## src/rtl/branch_redirect_unit_pkg.sv

```systemverilog
// Shared branch condition encoding and resolver state type; also consumed by the decoder.
package branch_redirect_unit_pkg;

    // opCond[3] inverts, opCond[2] compares against zero, opCond[1:0] selects the flag
    localparam logic [3:0] COND_F    = 4'b0000;
    localparam logic [3:0] COND_EQ   = 4'b0001;
    localparam logic [3:0] COND_LT   = 4'b0010;
    localparam logic [3:0] COND_LTE  = 4'b0011;
    localparam logic [3:0] COND_EQZ  = 4'b0101;
    localparam logic [3:0] COND_LTZ  = 4'b0110;
    localparam logic [3:0] COND_LTEZ = 4'b0111;
    localparam logic [3:0] COND_T    = 4'b1000;
    localparam logic [3:0] COND_NE   = 4'b1001;
    localparam logic [3:0] COND_GTE  = 4'b1010;
    localparam logic [3:0] COND_GT   = 4'b1011;
    localparam logic [3:0] COND_NEZ  = 4'b1101;
    localparam logic [3:0] COND_GTEZ = 4'b1110;
    localparam logic [3:0] COND_GTZ  = 4'b1111;

    localparam logic [1:0] SEL_NONE = 2'b00;
    localparam logic [1:0] SEL_EQ   = 2'b01;
    localparam logic [1:0] SEL_LT   = 2'b10;
    localparam logic [1:0] SEL_LTE  = 2'b11;

    typedef enum logic [1:0] {
        IDLE     = 2'd0,
        EVAL     = 2'd1,
        REDIRECT = 2'd2
    } brs_state_t;

    function automatic logic cond_uses_zero(input logic [3:0] op_cond);
        return op_cond[2];
    endfunction

endpackage

```

## src/rtl/branch_redirect_unit_cond_eval.sv

```systemverilog
// Combinational branch condition evaluator working from the A-B difference.
module branch_redirect_unit_cond_eval
    import branch_redirect_unit_pkg::*;
#(
    parameter int DBITS = 32
) (
    input  logic [3:0]       i_op_cond,
    input  logic [DBITS-1:0] i_diff,
    output logic             o_taken
);

    logic w_eq;
    logic w_lt;
    logic w_cond;

    // Sign bit only: signed overflow is intentionally not corrected
    assign w_eq = (i_diff == '0);
    assign w_lt = i_diff[DBITS-1];

    always_comb begin
        w_cond = 1'b0;
        case (i_op_cond[1:0])
            SEL_NONE: w_cond = 1'b0;
            SEL_EQ:   w_cond = w_eq;
            SEL_LT:   w_cond = w_lt;
            SEL_LTE:  w_cond = w_eq | w_lt;
            default:  w_cond = 1'b0;
        endcase
    end

    assign o_taken = i_op_cond[3] ? ~w_cond : w_cond;

endmodule

```

## src/rtl/branch_redirect_unit.sv

```systemverilog
// Execute-stage branch resolver: registers the compare difference, evaluates it,
// and drives a redirect/flush handshake to fetch on taken branches.
module branch_redirect_unit
    import branch_redirect_unit_pkg::*;
#(
    parameter int DBITS    = 32,
    parameter int PCBITS   = 32,
    parameter int IMMBITS  = 16,
    parameter int CNT_BITS = 16
) (
    input  logic                clk,
    input  logic                reset,
    input  logic                in_valid,
    output logic                in_ready,
    input  logic [3:0]          in_opCond,
    input  logic [DBITS-1:0]    in_a,
    input  logic [DBITS-1:0]    in_b,
    input  logic [PCBITS-1:0]   in_pc,
    input  logic [IMMBITS-1:0]  in_imm,
    input  logic                kill,
    output logic                res_valid,
    output logic                res_taken,
    output logic                redir_valid,
    input  logic                redir_ready,
    output logic [PCBITS-1:0]   redir_pc,
    output logic                flush_younger,
    output logic [CNT_BITS-1:0] branch_count,
    output logic [CNT_BITS-1:0] taken_count
);

    brs_state_t          r_state;
    brs_state_t          w_state_next;
    logic [DBITS-1:0]    r_diff;
    logic [3:0]          r_op_cond;
    logic [PCBITS-1:0]   r_target;
    logic                r_res_valid;
    logic                r_res_taken;
    logic                r_redir_valid;
    logic [PCBITS-1:0]   r_redir_pc;
    logic [CNT_BITS-1:0] r_branch_count;
    logic [CNT_BITS-1:0] r_taken_count;

    logic                w_accept;
    logic                w_resolve;
    logic                w_taken;
    logic [DBITS-1:0]    w_b_eff;
    logic [DBITS-1:0]    w_diff;
    logic [PCBITS-1:0]   w_imm_ext;
    logic [PCBITS-1:0]   w_target;

    assign w_b_eff   = cond_uses_zero(in_opCond) ? '0 : in_b;
    assign w_diff    = in_a - w_b_eff;
    assign w_imm_ext = {{(PCBITS-IMMBITS){in_imm[IMMBITS-1]}}, in_imm};
    assign w_target  = in_pc + PCBITS'(4) + (w_imm_ext << 2);

    branch_redirect_unit_cond_eval #(
        .DBITS (DBITS)
    ) u_cond_eval (
        .i_op_cond (r_op_cond),
        .i_diff    (r_diff),
        .o_taken   (w_taken)
    );

    always_comb begin
        w_state_next = r_state;
        in_ready     = 1'b0;
        w_accept     = 1'b0;
        w_resolve    = 1'b0;
        case (r_state)
            IDLE: begin
                in_ready = 1'b1;
                if (in_valid && !kill) begin
                    w_accept     = 1'b1;
                    w_state_next = EVAL;
                end
            end
            EVAL: begin
                if (kill) begin
                    w_state_next = IDLE;
                end else begin
                    w_resolve    = 1'b1;
                    w_state_next = w_taken ? REDIRECT : IDLE;
                end
            end
            REDIRECT: begin
                if (kill || redir_ready) begin
                    w_state_next = IDLE;
                end
            end
            default: w_state_next = IDLE;
        endcase
    end

    always_ff @(posedge clk or posedge reset) begin
        if (reset) begin
            r_state        <= IDLE;
            r_diff         <= '0;
            r_op_cond      <= '0;
            r_target       <= '0;
            r_res_valid    <= 1'b0;
            r_res_taken    <= 1'b0;
            r_redir_valid  <= 1'b0;
            r_redir_pc     <= '0;
            r_branch_count <= '0;
            r_taken_count  <= '0;
        end else begin
            r_state     <= w_state_next;
            r_res_valid <= w_resolve;
            if (w_accept) begin
                r_diff    <= w_diff;
                r_op_cond <= in_opCond;
                r_target  <= w_target;
            end
            if (w_resolve) begin
                r_res_taken <= w_taken;
                if (r_branch_count != {CNT_BITS{1'b1}}) begin
                    r_branch_count <= r_branch_count + CNT_BITS'(1);
                end
                if (w_taken) begin
                    r_redir_valid <= 1'b1;
                    r_redir_pc    <= r_target;
                    if (r_taken_count != {CNT_BITS{1'b1}}) begin
                        r_taken_count <= r_taken_count + CNT_BITS'(1);
                    end
                end
            end
            // A kill withdraws the request even if fetch accepts in the same cycle
            if (r_state == REDIRECT && (kill || redir_ready)) begin
                r_redir_valid <= 1'b0;
            end
        end
    end

    assign res_valid     = r_res_valid;
    assign res_taken     = r_res_taken;
    assign redir_valid   = r_redir_valid;
    assign redir_pc      = r_redir_pc;
    assign flush_younger = r_redir_valid & redir_ready & ~kill;
    assign branch_count  = r_branch_count;
    assign taken_count   = r_taken_count;

endmodule

```

## config.mk

```make
export PLATFORM = sky130hd
export DESIGN_NAME = branch_redirect_unit
export DESIGN_NICKNAME = d
export VERILOG_FILES = /design/src/rtl/branch_redirect_unit_pkg.sv /design/src/rtl/branch_redirect_unit_cond_eval.sv /design/src/rtl/branch_redirect_unit.sv
export SDC_FILE = /design/constraint.sdc
export NUM_CORES = 1
export LEC_CHECK = 0
export BUFFER_PORTS_ARGS = -buffer_cell sky130_fd_sc_hd__buf_2
export CAP_MARGIN = 20
export CORE_AREA = 2 2 103 205
export CTS_CLUSTER_DIAMETER = 30
export DETAILED_ROUTE_END_ITERATION = 12
export DIE_AREA = 0 0 105 207
export HOLD_SLACK_MARGIN = 0.05
export PLACE_DENSITY_LB_ADDON = 0.05
export SYNTH_ARGS = -nofsm -noshare
export SYNTH_HDL_FRONTEND = slang
export SYNTH_SLANG_ARGS = --single-unit
```

## constraint.sdc

```tcl
create_clock -name clk -period 4.2 [get_ports clk]
set_input_delay 0.42 -clock clk [delete_from_list [all_inputs] [get_ports clk]]
set_output_delay 0.42 -clock clk [all_outputs]
set_load 0.01 [all_outputs]
```

==> results.tsv <==
metric	value	unit
run status	completed	
drt total wl	21.0	mm
clock sinks	136	
post-DP HPWL	15.9	mm
Gate Count Post-Synth	962	
Leakage	5.47	nW
worst slack at placement	0.771	ns
Synth Net Count	1175	
worst-case clock buffer depth	2	
Hold WS	0.183	ns
Reg clk slew, reported paths	0.06	ns
antenna violations before repair	0	
Seq/Total Area, Yosys	37.9	%
skew final	0.00616	ns
grt ovf	0	
area occupied by multi-input gates	0.00536	mm2
synth top area cells	dfrtp_1, ha_1, nand2_1	
Worst Path Max Fanout	3	
Hold Crit Start	in_opCond[0]	
share of the synthesized area in the top cell type	37.9	%
total power	4.96	mW
synthesized flop and latch total	136	
FF-to-FF Start	r_state[1]$_DFFE_PP0P_	
first-pass GRT wire length	35.3	mm
minimum clock period	3.02	ns
Mapped Area	0.00899	mm2
RR Endpoint	r_target[28]$_DFFE_PP0P_	
share of layout cells above drive strength 1	24.0	%
Initial DRC Count	296	
n_diodes	0	
number of CTS-inserted buffers	17	
Netlist cell types	64	
area growth from synthesis to layout	20.6	%
Synth Flop Type	dfrtp_1	
Worst-Skew Late Latency	0.43	ns
final worst-path cycle share	71.9	%
FP Rows	74	
HP Class	input port to flip-flop	
unrepaired setup endpoints after global routing	no	
Crit Path Class	input port to flip-flop	
Slew headroom	39.6	%
drt pass-1 iters	4	
register area	0.00340	mm2
IO buf count	189	
Fillers	1993	
initial core utilization	44.5	%
R2R setup slack	1.49	ns
final setup fails	0	
post-CTS resize count	0	
hold path depth	3	
area of the die	0.0217	mm2
startpoint types	input port	
area leader, netlist	dfrtp_1	
dpl cells	1392	
Worst-Margin Slew	0.905	ns
Worst Path Required	4.51	ns
Via density	5.29	
Arr. time, crit path	3.32	ns
final worst slack	1.18	ns
vias in the first global route	7309	
pwr dens	458	mW/mm2
GRT Overall Usage	19.8	%
Worst Reg2Reg Path Length in Cells	7	
EDFF count, synth	0	
Max Fclk	0.331	GHz
H-tree levels	4	
largest net degree at the start of global routing	99	
DR WL/cell	14.8	um
Die W	105	um
Yosys warnings	0	
Core Area	0.0202	mm2
DR DRC count	0	
Peak supply drop	243	uV
Post CTS Setup Buffer Count	0	
setup TNS	0	ns
Final Hold Fails	0	
post-route ant nets	0	
CTS tree	yes	
fin cells	1424	
Post-CTS Hold Fix Bufs	0	
CTS Root Cell	clkbuf_16	
Worst setup EP type	flip-flop	
WHS Endpoint	r_op_cond[0]$_DFFE_PP0P_	
Post-synth ARST share	100	%
Final Slew Violations	0	
I/O pins	190	
Layout Nets	1358	
routed vias	7528	
Max Cap Viol	0	
synthesized area per cell	9.34	um2
Placer Congestion	0.848	
Die Y	207	um
cells in the mapped netlist (all sizes together) (8+ instances only):
library cell and number:
inv 27, nand4 15, clkbuf 19, a211oi 9
xor2 43, xnor2 29, ha 90, dfrtp 136
o31ai 8, o21bai 8, o21ai 70, nor2 53
nor4 9, a21o 35, nand3 37, nand2b 38
mux2 36, and3 15, nand2 127, buf 11
nor3 11, a21oi 54
kinds of logic after synthesis:
kind of cell	synth area share (%)
xor gates and xnor gates	7.02
DFF	37.9
buffers and inverters	2.52
muxes	4.73
adders and majority gates	13.0
AOI/OAI and AO/OA	16.2
and+or+nand+nor	18.7
per-layer routing:
layer / vias to the layer above / global-route usage [%] / wire length, um
met5: - / 0 / 0
met2: 175 / 31.9 / 9900
li1: 3813 / - / -
met4: 0 / 6.48 / 344
met1: 3521 / 26.8 / 9940
met3: 19 / 3.49 / 848
worst max path at each step:
stage                         from                          end  slack [ns]
after floorplan              reset  branch_count[0]$_DFFE_PP0P_        0.14
after global placement    in_pc[3]     r_target[31]$_DFFE_PP0P_        0.88
after detailed placement  in_pc[3]     r_target[31]$_DFFE_PP0P_        0.77
after CTS                 in_pc[3]     r_target[31]$_DFFE_PP0P_        1.21
after global routing      in_pc[3]     r_target[31]$_DFFE_PP0P_        0.88
final                     in_pc[3]     r_target[31]$_DFFE_PP0P_        1.18
sequential cells by signal (all words and copies together) (netlist names):
signal,flops
redir_pc,32
r_target,32
r_diff,32
res_taken,1
redir_valid,1
r_op_cond,3
r_state,2
branch_count,16
res_valid,1
taken_count,16
layout make-up:
type	count	share of cell area [%]
Inverter	28	1.02
Clock inverter	11	1.55
Sequential cell	136	31.4
Timing Repair Buffer	194	9.08
Clock buffer	21	4.43
Tap cell	266	3.07
Multi-Input combinational cell	768	49.4
critical path, stage by stage:
cell and delay [ns]:
buf_2 0.10, ha_1 0.28, ha_1 0.23, fa_1 0.42
a211oi_1 0.25, nor2_1 0.14, a311oi_2 0.40, o311a_1 0.25
o21ai_1 0.09, a2111oi_0 0.50, or3_1 0.19, nand3_1 0.07
power breakdown:
part | switching, mW | internal, mW
logic | 0.760 | 0.664
registers | 0.231 | 1.68
clock network | 0.566 | 1.06
total | 1.56 | 3.40
layout by cell type, fill, tap and decap left out, drive strengths merged, types with 3 or more instances in the layout:
cell and n:
a211oi 9, a21o 35, a21oi 54, a221oi 3
a22oi 3, a31oi 7, and2 5, and3 15
and4 4, buf 194, bufinv 4, clkbuf 21
clkinv 5, dfrtp 136, ha 90, inv 28
mux2 36, nand2 127, nand2b 38, nand3 37
nand3b 6, nand4 15, nor2 53, nor2b 6
nor3 11, nor3b 3, nor4 9, o211ai 5
o21a 6, o21ai 70, o21bai 8, o31ai 8
or3 5, xnor2 29, xor2 43
metrics by stage:
stage               instance area [um2]  util, %
finish                            10800     53.7
global route                      10800     53.7
CTS                               10800     53.7
detailed placement                10200     50.5
global placement                  10200     50.5
floorplan                          8990        -
Power figures use the tool's default switching activity.
